`src/rtl/vga_timing_pkg.sv`:
```
// Shared VGA timing constants (640x480@60 and 800x600@60) and a helper that
// derives an axis's total length and sync-window bounds from its four segments.
package vga_timing_pkg;

  localparam int unsigned VGA640_H_DISPLAY = 640;
  localparam int unsigned VGA640_H_FRONT   = 16;
  localparam int unsigned VGA640_H_SYNC    = 96;
  localparam int unsigned VGA640_H_BACK    = 48;
  localparam int unsigned VGA640_V_DISPLAY = 480;
  localparam int unsigned VGA640_V_BOTTOM  = 10;
  localparam int unsigned VGA640_V_SYNC    = 2;
  localparam int unsigned VGA640_V_TOP     = 33;

  localparam int unsigned SVGA800_H_DISPLAY = 800;
  localparam int unsigned SVGA800_H_FRONT   = 40;
  localparam int unsigned SVGA800_H_SYNC    = 128;
  localparam int unsigned SVGA800_H_BACK    = 88;
  localparam int unsigned SVGA800_V_DISPLAY = 600;
  localparam int unsigned SVGA800_V_BOTTOM  = 1;
  localparam int unsigned SVGA800_V_SYNC    = 4;
  localparam int unsigned SVGA800_V_TOP     = 23;

  typedef struct packed {
    logic [31:0] total;
    logic [31:0] sync_start;
    logic [31:0] sync_last;
  } axis_bounds_t;

  function automatic axis_bounds_t axis_bounds(input int unsigned display,
                                               input int unsigned front,
                                               input int unsigned sync,
                                               input int unsigned back);
    axis_bounds_t b;
    b.total      = display + front + sync + back;
    b.sync_start = display + front;
    b.sync_last  = display + front + sync - 1;
    return b;
  endfunction

endpackage

```
`src/rtl/vga_axis_counter.sv`:
```
// One raster axis: position counter with wrap strobe, plus sync and visible
// flags registered from the next position so they align with o_pos.
module vga_axis_counter
  import vga_timing_pkg::*;
#(
  parameter int unsigned DISPLAY     = 640,
  parameter int unsigned FRONT       = 16,
  parameter int unsigned SYNC        = 96,
  parameter int unsigned BACK        = 48,
  parameter bit          ACTIVE_HIGH = 1'b1,
  parameter int unsigned CW          = 10
) (
  input  logic          clk,
  input  logic          reset,
  input  logic          i_inc,
  output logic          o_wrap,
  output logic [CW-1:0] o_pos,
  output logic          o_sync,
  output logic          o_visible
);

  localparam axis_bounds_t B = axis_bounds(DISPLAY, FRONT, SYNC, BACK);
  localparam logic [CW-1:0] LAST       = CW'(B.total - 32'd1);
  localparam logic [CW-1:0] SYNC_START = CW'(B.sync_start);
  localparam logic [CW-1:0] SYNC_LAST  = CW'(B.sync_last);
  localparam logic [CW-1:0] DISP_LAST  = CW'(DISPLAY - 1);

  if (64'(B.total) > (64'd1 << CW)) begin : g_cw_check
    $error("vga_axis_counter: total %0d does not fit in CW=%0d bits", B.total, CW);
  end

  logic [CW-1:0] r_pos;
  logic          r_sync;
  logic          r_visible;
  logic [CW-1:0] w_next_pos;
  logic          w_at_last;
  logic          w_in_sync;

  assign w_at_last = (r_pos == LAST);
  assign o_wrap    = i_inc && !reset && w_at_last;

  always_comb begin
    w_next_pos = r_pos;
    if (i_inc) begin
      w_next_pos = w_at_last ? '0 : r_pos + CW'(1);
    end
    w_in_sync = (w_next_pos >= SYNC_START) && (w_next_pos <= SYNC_LAST);
  end

  always_ff @(posedge clk) begin
    if (reset) begin
      r_pos     <= '0;
      r_sync    <= !ACTIVE_HIGH;
      r_visible <= 1'b1;
    end else begin
      r_pos     <= w_next_pos;
      r_sync    <= ACTIVE_HIGH ? w_in_sync : !w_in_sync;
      r_visible <= (w_next_pos <= DISP_LAST);
    end
  end

  assign o_pos     = r_pos;
  assign o_sync    = r_sync;
  assign o_visible = r_visible;

endmodule

```
`src/rtl/vga_timing_gen.sv`:
```
// Parametrised VGA raster timing generator with pixel clock-enable.
// Optional VGA_TIMING_PREFETCH_EN adds next_hpos/next_vpos/next_display_on.
module vga_timing_gen
  import vga_timing_pkg::*;
#(
  parameter int unsigned H_DISPLAY         = VGA640_H_DISPLAY,
  parameter int unsigned H_FRONT           = VGA640_H_FRONT,
  parameter int unsigned H_SYNC            = VGA640_H_SYNC,
  parameter int unsigned H_BACK            = VGA640_H_BACK,
  parameter int unsigned V_DISPLAY         = VGA640_V_DISPLAY,
  parameter int unsigned V_BOTTOM          = VGA640_V_BOTTOM,
  parameter int unsigned V_SYNC            = VGA640_V_SYNC,
  parameter int unsigned V_TOP             = VGA640_V_TOP,
  parameter bit          HSYNC_ACTIVE_HIGH = 1'b1,
  parameter bit          VSYNC_ACTIVE_HIGH = 1'b1,
  parameter int unsigned CW                = 10
) (
  input  logic          clk,
  input  logic          reset,
  input  logic          pix_en,
  output logic          hsync,
  output logic          vsync,
  output logic          display_on,
  output logic [CW-1:0] hpos,
  output logic [CW-1:0] vpos,
  output logic          line_end,
  output logic          frame_end
`ifdef VGA_TIMING_PREFETCH_EN
  ,
  output logic [CW-1:0] next_hpos,
  output logic [CW-1:0] next_vpos,
  output logic          next_display_on
`endif
);

  logic w_line_end;
  logic w_frame_end;
  logic w_h_visible;
  logic w_v_visible;

  vga_axis_counter #(
    .DISPLAY    (H_DISPLAY),
    .FRONT      (H_FRONT),
    .SYNC       (H_SYNC),
    .BACK       (H_BACK),
    .ACTIVE_HIGH(HSYNC_ACTIVE_HIGH),
    .CW         (CW)
  ) u_h_axis (
    .clk      (clk),
    .reset    (reset),
    .i_inc    (pix_en),
    .o_wrap   (w_line_end),
    .o_pos    (hpos),
    .o_sync   (hsync),
    .o_visible(w_h_visible)
  );

  // The vertical axis steps once per consumed line, so its wrap is the frame end.
  vga_axis_counter #(
    .DISPLAY    (V_DISPLAY),
    .FRONT      (V_BOTTOM),
    .SYNC       (V_SYNC),
    .BACK       (V_TOP),
    .ACTIVE_HIGH(VSYNC_ACTIVE_HIGH),
    .CW         (CW)
  ) u_v_axis (
    .clk      (clk),
    .reset    (reset),
    .i_inc    (w_line_end),
    .o_wrap   (w_frame_end),
    .o_pos    (vpos),
    .o_sync   (vsync),
    .o_visible(w_v_visible)
  );

  assign display_on = w_h_visible && w_v_visible;
  assign line_end   = w_line_end;
  assign frame_end  = w_frame_end;

`ifdef VGA_TIMING_PREFETCH_EN
  localparam axis_bounds_t HB = axis_bounds(H_DISPLAY, H_FRONT, H_SYNC, H_BACK);
  localparam axis_bounds_t VB = axis_bounds(V_DISPLAY, V_BOTTOM, V_SYNC, V_TOP);
  localparam logic [CW-1:0] H_LAST      = CW'(HB.total - 32'd1);
  localparam logic [CW-1:0] V_LAST      = CW'(VB.total - 32'd1);
  localparam logic [CW-1:0] H_DISP_LAST = CW'(H_DISPLAY - 1);
  localparam logic [CW-1:0] V_DISP_LAST = CW'(V_DISPLAY - 1);

  logic w_h_last;
  logic w_v_last;

  // Position after the next enabled pixel, independent of the current pix_en.
  always_comb begin
    w_h_last        = (hpos == H_LAST);
    w_v_last        = (vpos == V_LAST);
    next_hpos       = w_h_last ? '0 : hpos + CW'(1);
    next_vpos       = vpos;
    if (w_h_last) begin
      next_vpos = w_v_last ? '0 : vpos + CW'(1);
    end
    next_display_on = (next_hpos <= H_DISP_LAST) && (next_vpos <= V_DISP_LAST);
  end
`endif

endmodule

```
`config.mk`:
```
export PLATFORM = sky130hd
export DESIGN_NAME = vga_timing_gen
export DESIGN_NICKNAME = d
export VERILOG_FILES = /design/src/rtl/vga_timing_pkg.sv /design/src/rtl/vga_axis_counter.sv /design/src/rtl/vga_timing_gen.sv
export SDC_FILE = /design/constraint.sdc
export NUM_CORES = 1
export LEC_CHECK = 0
export BUFFER_PORTS_ARGS = -buffer_cell sky130_fd_sc_hd__buf_2
export CAP_MARGIN = 0
export CELL_PAD_IN_SITES_DETAIL_PLACEMENT = 0
export CELL_PAD_IN_SITES_GLOBAL_PLACEMENT = 1
export CORE_MARGIN = 2
export CORE_UTILIZATION = 35
export CTS_CLUSTER_DIAMETER = 80
export DETAILED_ROUTE_END_ITERATION = 10
export PLACE_DENSITY_LB_ADDON = 0.3
export SYNTH_ARGS = -nofsm -noshare
export SYNTH_HDL_FRONTEND = slang
export SYNTH_SLANG_ARGS = --single-unit
```
`constraint.sdc`:
```
create_clock -name clk -period 2.8 [get_ports clk]
set_input_delay 0.56 -clock clk [delete_from_list [all_inputs] [get_ports clk]]
set_output_delay 0.56 -clock clk [all_outputs]
set_load 0.005 [all_outputs]
```
; Word-level counts from Yosys, hierarchy flattened
; Index checks and enable logic that the tools add are counted.
[classes]
n_addsub = 2
n_lt_le_gt_ge = 6
n_eq_ne = 2
mux = 4
reduce_logical = 8
[ops]
columns = op, n
row1 = 2-to-1 mux 10 bit, 4
row2 = "adder 10 x 1 -> 10 bit, second input constant", 2
row3 = "== test 10 bit, second input constant", 2
row4 = "<= comparator 10 bit, second input constant", 2
row5 = "<= comparator 10 x 9 -> 1 bit, second input constant", 2
row6 = ">= comparator 10 bit, second input constant", 1
row7 = ">= comparator 10 x 9 -> 1 bit, second input constant", 1
row8 = logical AND 1 bit, 7
row9 = logical NOT 1 bit, 1
[word_totals]
reg_bits = 24
inputBits = 3
output_inout_bits = 25
elab_cells = 28

; Logic depth before layout (Yosys ltp)
[logic_depth]
ltp_word = 6
mapped_depth = 8
ltp_nobuf = 7

; Hierarchy
; Synthesis repeated with hierarchy kept, for this count alone.
[unflattened]
hier_cells = 161
area_unflattened_um2 = 1347.5
[modules_own_cells]
columns = module, instances, cells_per_inst, area_per_inst_um2, seq_area_each_um2
row1 = vga_axis_counter at u_h_axis, 1, 84, 685.7, 240.2
row2 = vga_axis_counter at u_v_axis, 1, 76, 655.6, 240.2
row3 = vga_timing_gen, 1, 1, 6.3, 0.0

; Worst setup path after synthesis
; OpenSTA, ideal clock, no wires.
[synth_path]
path_kind = register to register
from = register u_h_axis.r_pos[0], in the netlist u_h_axis.o_pos[0]
to = register u_v_axis.r_sync, in the netlist u_v_axis.o_sync
setup_time_ns = 0.103
arrival_time_ns = 2.591
required_time_ns = 2.697
slack_ns = 0.106
path_stages_with_launch = 8
path_buffers = 1
synth_period_minus_slack_ns = 2.694
path_cell_list = dfxtp_1 -> ha_1 -> or4b_4 -> or3_1 -> buf_2 -> or4_4 -> a211o_1 -> a2111oi_2
[synth_between]
elab_chain_cells = 5
elab_cells_between_ends = 6
classes_between = 2 x order compare / 1 x eq/ne / 1 x mux / 2 x reduce/logical
[synth_rtl]
columns = item, line
row1 = start: declaration, vga_axis_counter.sv:32  ; logic [CW-1:0] r_pos;
row2 = start signal: assignment, vga_axis_counter.sv:56  ; r_pos <= w_next_pos;
row3 = == test 10 bit *, vga_axis_counter.sv:39  ; assign w_at_last = (r_pos == LAST);
row4 = logical AND 1 bit *, vga_axis_counter.sv:40  ; assign o_wrap = i_inc && !reset && w_at_last;
row5 = 2-to-1 mux 10 bit *, vga_axis_counter.sv:44  ; if (i_inc) begin
row6 = >= comparator 10 x 9 -> 1 bit / <= comparator 10 x 9 -> 1 bit (equally long branches), vga_axis_counter.sv:47  ; w_in_sync = (w_next_pos >= SYNC_START) && (w_next_pos <= SYNC_LAST);
row7 = logical AND 1 bit *, vga_axis_counter.sv:47
row8 = end signal: assignment, vga_axis_counter.sv:53  ; r_sync <= !ACTIVE_HIGH;
row9 = end signal: assignment, vga_axis_counter.sv:57  ; r_sync <= ACTIVE_HIGH ? w_in_sync : !w_in_sync;
row10 = end: declaration, vga_axis_counter.sv:33  ; logic r_sync;
; Mark *: on every way between the ends. The rest lies on a longest branch, timed or not.
; A chain may end at the register's enable or synchronous reset.

; Worst setup path after layout
[layout_path]
from = register u_h_axis.r_pos[1], in the netlist u_h_axis.o_pos[1]
to = output port frame_end
[layout_between]
elab_chain_cells = 4
[layout_rtl]
columns = item, line
row1 = == test 10 bit, vga_axis_counter.sv:39
row2 = logical AND 1 bit (3 in series), vga_axis_counter.sv:40
row3 = end: declaration, vga_timing_gen.sv:27  ; output logic frame_end
; Every way passes these cells.

==> impl_results.html <==
<table>
<tr><th>Metric</th><th>Value</th></tr>
<tr><th colspan="2">STA</th></tr>
<tr><td>Setup Viol. Count Final</td><td>0</td></tr>
<tr><td>Highest Clock Rate</td><td>372 MHz</td></tr>
<tr><td>Final WS setup</td><td>109 ps</td></tr>
<tr><td>Slew @ Worst Pin</td><td>351 ps</td></tr>
<tr><td>Worst Clk Skew</td><td>2.90 ps</td></tr>
<tr><td>Pins Over Slew Limit</td><td>0</td></tr>
<tr><td>Slew margin rel.</td><td>76.4%</td></tr>
<tr><td>Fin. Hold Viols</td><td>0</td></tr>
<tr><td>Final period util</td><td>96.1%</td></tr>
<tr><td>Shortest period the worst path allows</td><td>2690 ps</td></tr>
<tr><td>TNS Setup</td><td>0 ps</td></tr>
<tr><td>Setup repair after global routing missed its margin</td><td>false</td></tr>
<tr><th colspan="2">Worst setup path</th></tr>
<tr><td>Worst Path Max Fanout</td><td>16</td></tr>
<tr><td>Worst path cell trace</td><td>ha_1 -&gt; or4b_4 -&gt; or3_4 -&gt; buf_6 -&gt; nor3_1 -&gt; buf_2</td></tr>
<tr><td>Count of cells along the worst register-to-register path</td><td>6</td></tr>
<tr><td>Critical Path Slowest Stage Cell</td><td>sky130_fd_sc_hd__or4b_4</td></tr>
<tr><td>Gate family responsible for the most delay along the worst path</td><td>simple AND/OR/NAND/NOR gates</td></tr>
<tr><td>WP data arrival</td><td>2130 ps</td></tr>
<tr><td>Critical path required time</td><td>2240 ps</td></tr>
<tr><td>Capture instance of the worst register-to-register path</td><td>u_v_axis.o_sync</td></tr>
<tr><td>Startpoint of the lowest-slack register-to-register path</td><td>u_h_axis.o_pos[1]</td></tr>
<tr><td>Critical path buffers and inverters</td><td>2</td></tr>
<tr><td>Nature of the critical path endpoint</td><td>primary output</td></tr>
<tr><td>Worst R2R Setup Slack</td><td>240 ps</td></tr>
<tr><td>Crit Path Class</td><td>register to primary output</td></tr>
<tr><td>Startpoint kind of the worst setup timing path</td><td>register</td></tr>
<tr><td>Critical Path Stages</td><td>6</td></tr>
<tr><td>Biggest cell delay along the critical path</td><td>470 ps</td></tr>
<tr><th colspan="2">Yosys</th></tr>
<tr><td>Syn Area/Cell</td><td>8.09 um2</td></tr>
<tr><td>Net count of the mapped netlist</td><td>175</td></tr>
<tr><td>Portion of synthesized cell area occupied by the leading cell type</td><td>35.1%</td></tr>
<tr><td>Sequential cell area fraction in the yosys report</td><td>35.1%</td></tr>
<tr><td>Post-synthesis instance area</td><td>1370 um2</td></tr>
<tr><td>Cell types with the largest area share after synthesis</td><td>sky130_fd_sc_hd__dfxtp_1 35%, sky130_fd_sc_hd__nor3_1 4.4%, sky130_fd_sc_hd__nor2_1 3.8%, sky130_fd_sc_hd__xor2_1 3.8%, sky130_fd_sc_hd__nand3_1 3.3%</td></tr>
<tr><td>Fraction of synthesis flops using an asynchronous set or reset pin</td><td>0%</td></tr>
<tr><td>Syn Inst Count</td><td>169</td></tr>
<tr><td>Yosys Warn Count</td><td>0</td></tr>
<tr><td>Most area-hungry cell type in the Yosys netlist</td><td>sky130_fd_sc_hd__dfxtp_1</td></tr>
<tr><td>Post-synthesis register bit count</td><td>24</td></tr>
<tr><td>Most used flip-flop cell after synthesis</td><td>sky130_fd_sc_hd__dfxtp_1</td></tr>
<tr><td>Distinct cells, synth</td><td>44</td></tr>
<tr><td>Number of flops mapped to enable cells by yosys</td><td>0</td></tr>
<tr><th colspan="2">Place</th></tr>
<tr><td>Setup WS pre-CTS</td><td>182 ps</td></tr>
<tr><td>Number of port buffers</td><td>27</td></tr>
<tr><td>Total half-perimeter wirelength after legalization and detailed placement</td><td>2600 um</td></tr>
<tr><td>Final weighted congestion of routability-driven global placement</td><td>0.814</td></tr>
<tr><th colspan="2">Drt</th></tr>
<tr><td>Total vias in the final route</td><td>1,364</td></tr>
<tr><td>DR pass1 iterations</td><td>4</td></tr>
<tr><td>DR vias/cell</td><td>5.54</td></tr>
<tr><td>Antenna Violating Nets Remaining</td><td>0</td></tr>
<tr><td>Wire length after detailed routing</td><td>3500 um</td></tr>
<tr><td>Average detailed-routed wire length per instance</td><td>14.2 um</td></tr>
<tr><td>Final routed DRC violation total</td><td>0</td></tr>
<tr><td>Violation count after the first detailed-routing iteration</td><td>80</td></tr>
<tr><th colspan="2">Global route</th></tr>
<tr><td>Number of antenna violations at the first check in global routing</td><td>0</td></tr>
<tr><td>Maximum number of pins on one net before global-route repair</td><td>18</td></tr>
<tr><td>Via count of the first global-routing pass</td><td>1,227</td></tr>
<tr><td>Overall global routing resource usage</td><td>16.9%</td></tr>
<tr><td>First-pass GRT wire length</td><td>5820 um</td></tr>
<tr><td>Aggregate global routing overflow</td><td>0</td></tr>
<tr><th colspan="2">Hold path</th></tr>
<tr><td>End of the worst hold path</td><td>u_h_axis.o_pos[1]</td></tr>
<tr><td>Class of the worst hold path</td><td>register to register</td></tr>
<tr><td>Depth of the worst hold-timing path</td><td>2</td></tr>
<tr><td>Launch point of the worst hold path</td><td>u_h_axis.o_pos[1]</td></tr>
<tr><th colspan="2">Floorplan</th></tr>
<tr><td>Starting utilization of the core area</td><td>36.8%</td></tr>
<tr><td>Core Region</td><td>3720 um2</td></tr>
<tr><td>Height of the chip</td><td>66.5 um</td></tr>
<tr><td>Top Ports</td><td>28</td></tr>
<tr><td>Placement row count</td><td>22</td></tr>
<tr><td>Die Outline Area</td><td>4420 um2</td></tr>
<tr><td>Width of the die</td><td>66.5 um</td></tr>
<tr><th colspan="2">Clock network</th></tr>
<tr><td>Inserted Clock Buffers</td><td>3</td></tr>
<tr><td>Clock latency on the worst-skew pair</td><td>270 ps</td></tr>
<tr><td>Number of levels the H-tree was split into</td><td>1</td></tr>
<tr><td>Cts-stage hold buffer count</td><td>0</td></tr>
<tr><td>Clock sinks</td><td>24</td></tr>
<tr><td>Clock Root Buffer</td><td>sky130_fd_sc_hd__clkbuf_8</td></tr>
<tr><td>CTS max path bufs</td><td>2</td></tr>
<tr><td>CTS tree</td><td>done</td></tr>
<tr><td>Clock transition at the register clock pins on the worst setup and hold paths after CTS</td><td>90 ps</td></tr>
<tr><th colspan="2">Pwr</th></tr>
<tr><td>Share of power burned in the clock network</td><td>45.1%</td></tr>
<tr><td>Reported net switching power</td><td>145 uW</td></tr>
<tr><td>Share of total power in combinational logic</td><td>4.5%</td></tr>
<tr><td>Internal power of the cells</td><td>551 uW</td></tr>
<tr><td>Worst vdd rail ir drop</td><td>0.181 mV</td></tr>
<tr><td>Leakage power of the design</td><td>0.624 nW</td></tr>
<tr><td>Share of total power consumed by net switching</td><td>20.8%</td></tr>
<tr><td>Share of total power in sequential cells</td><td>50.4%</td></tr>
<tr><td>Total power density per cell area</td><td>417 nW/um2</td></tr>
<tr><th colspan="2">Job</th></tr>
<tr><td>Max-cap violations</td><td>0</td></tr>
<tr><th colspan="2">Outcome</th></tr>
<tr><td>Status</td><td>complete, no violations</td></tr>
<tr><th colspan="2">Finish</th></tr>
<tr><td>Layout overhead on the synthesized area</td><td>22.0%</td></tr>
<tr><td>Final nets</td><td>205</td></tr>
<tr><td>Most common cell after layout, fill and taps aside</td><td>sky130_fd_sc_hd__buf_2</td></tr>
<tr><td>Antenna cells</td><td>0</td></tr>
<tr><td>Most frequent cells in the layout</td><td>27 x sky130_fd_sc_hd__buf_2, 23 x sky130_fd_sc_hd__dfxtp_1, 14 x sky130_fd_sc_hd__nor2_1</td></tr>
<tr><td>Share of final-layout standard cells stronger than drive strength 1</td><td>23.2%</td></tr>
</table>
==> synth_stat cells (2+ instances only) <==
library cell,count
sky130_fd_sc_hd__xnor2_1,3
sky130_fd_sc_hd__o32a_1,2
sky130_fd_sc_hd__or4_1,4
sky130_fd_sc_hd__mux2i_1,2
sky130_fd_sc_hd__nor3_1,12
sky130_fd_sc_hd__a211oi_1,2
sky130_fd_sc_hd__ha_1,3
sky130_fd_sc_hd__clkbuf_1,9
sky130_fd_sc_hd__inv_1,4
sky130_fd_sc_hd__nor2_1,14
sky130_fd_sc_hd__and3_1,5
sky130_fd_sc_hd__nand2_1,12
sky130_fd_sc_hd__o31ai_1,2
sky130_fd_sc_hd__o211ai_1,2
sky130_fd_sc_hd__nand2b_1,2
sky130_fd_sc_hd__nor4_1,3
sky130_fd_sc_hd__nand4_1,4
sky130_fd_sc_hd__xor2_1,6
sky130_fd_sc_hd__or2_2,2
sky130_fd_sc_hd__a31oi_1,2
sky130_fd_sc_hd__a21oi_1,7
sky130_fd_sc_hd__or3_1,3
sky130_fd_sc_hd__nor4b_1,2
sky130_fd_sc_hd__o21a_1,2
sky130_fd_sc_hd__and2_1,3
sky130_fd_sc_hd__nand3_1,9
sky130_fd_sc_hd__dfxtp_1,24
sky130_fd_sc_hd__o21ai_0,8
==> flip-flops by register name, indices dropped and copies added (netlist names) <==
register	cells
u_h_axis.o_pos	10
u_v_axis.o_pos	10
u_h_axis.o_sync	1
u_h_axis.o_visible	1
u_v_axis.o_sync	1
u_v_axis.o_visible	1
==> how the worst max path moves through the flow <==
| stage | from | endpoint | slack (ps) |
|---|---|---|---|
| after floorplan | u_h_axis.o_pos[0] | u_v_axis.o_sync | 110 |
| after global placement | u_h_axis.o_pos[1] | u_v_axis.o_sync | 310 |
| after detailed placement | u_h_axis.o_pos[1] | u_v_axis.o_sync | 180 |
| after CTS | u_h_axis.o_pos[1] | frame_end | 40 |
| after global routing | u_h_axis.o_pos[1] | frame_end | 20 |
| final | u_h_axis.o_pos[1] | frame_end | 110 |
==> worst register-to-register path, delay by kind of cell (launching register included) <==
kind	cells	cell delay, ps
flip-flops	1	380
AND/OR/NAND/NOR	3	1380
adder cells (fa/ha/maj)	1	160
AO/OA/AOI/OAI	2	540
==> layer usage <==
metal	track usage, %	part of all wire, %	routed length, um
met2	26.1	46	1610
met4	4.59	0.66	23
met3	2.53	3.9	138
met5	0	0	0
met1	24.3	49	1730
==> power groups by stage <==
stage / combinational [mW] / clock (mW) / sequential, mW
finish: 0.0313 / 0.314 / 0.351
global route: 0.0344 / 0.332 / 0.352
CTS: 0.0314 / 0.318 / 0.351
detailed placement: 0.0315 / 0 / 0.359
global placement: 0.0307 / 0 / 0.358
floorplan: 0.0171 / 0 / 0.358
==> area by class of cell <==
| cell class | instances | area [um2] |
|---|---|---|
| clock inverter | 1 | 30.0 |
| sequential | 24 | 484 |
| multi-input combinational | 131 | 838 |
| tap | 48 | 60.1 |
| timing repair buffer | 35 | 199 |
| clock buffer | 3 | 41.3 |
| inverter | 4 | 15.0 |
| fill | 390 | 2050 |
==> stage by stage <==
step	cell area [um2]	util, %	std cells	total power [mW]	hold WS (ps)
after detailed placement	1580	42.6	242	0.390	539
after global placement	1580	42.6	242	0.389	504
final	1670	44.9	246	0.696	534
after global routing	1670	44.9	246	0.718	563
after floorplan	1370	-	169	0.375	506
after CTS	1660	44.6	246	0.700	524
==> kinds of logic after synthesis <==
group / after synthesis / synth area share [%]
flip-flops: 24 / 35.1
XOR/XNOR: 9 / 5.76
multiplexers: 2 / 1.46
buffers and inverters: 14 / 3.93
AND/OR/NAND/NOR: 84 / 34.5
adder cells (fa/ha/maj): 3 / 2.75
AO/OA/AOI/OAI: 33 / 16.5
==> repair_timing <==
| action | 4_1_cts | 5_1_grt |
|---|---|---|
| endpoints found under the hold margin | 0 | 0 |
| endpoints found under the setup margin | 1 | 1 |
| resized for setup | 1 | 3 |
| setup buffers | 0 | 0 |
Power figures use the tool's default switching activity.
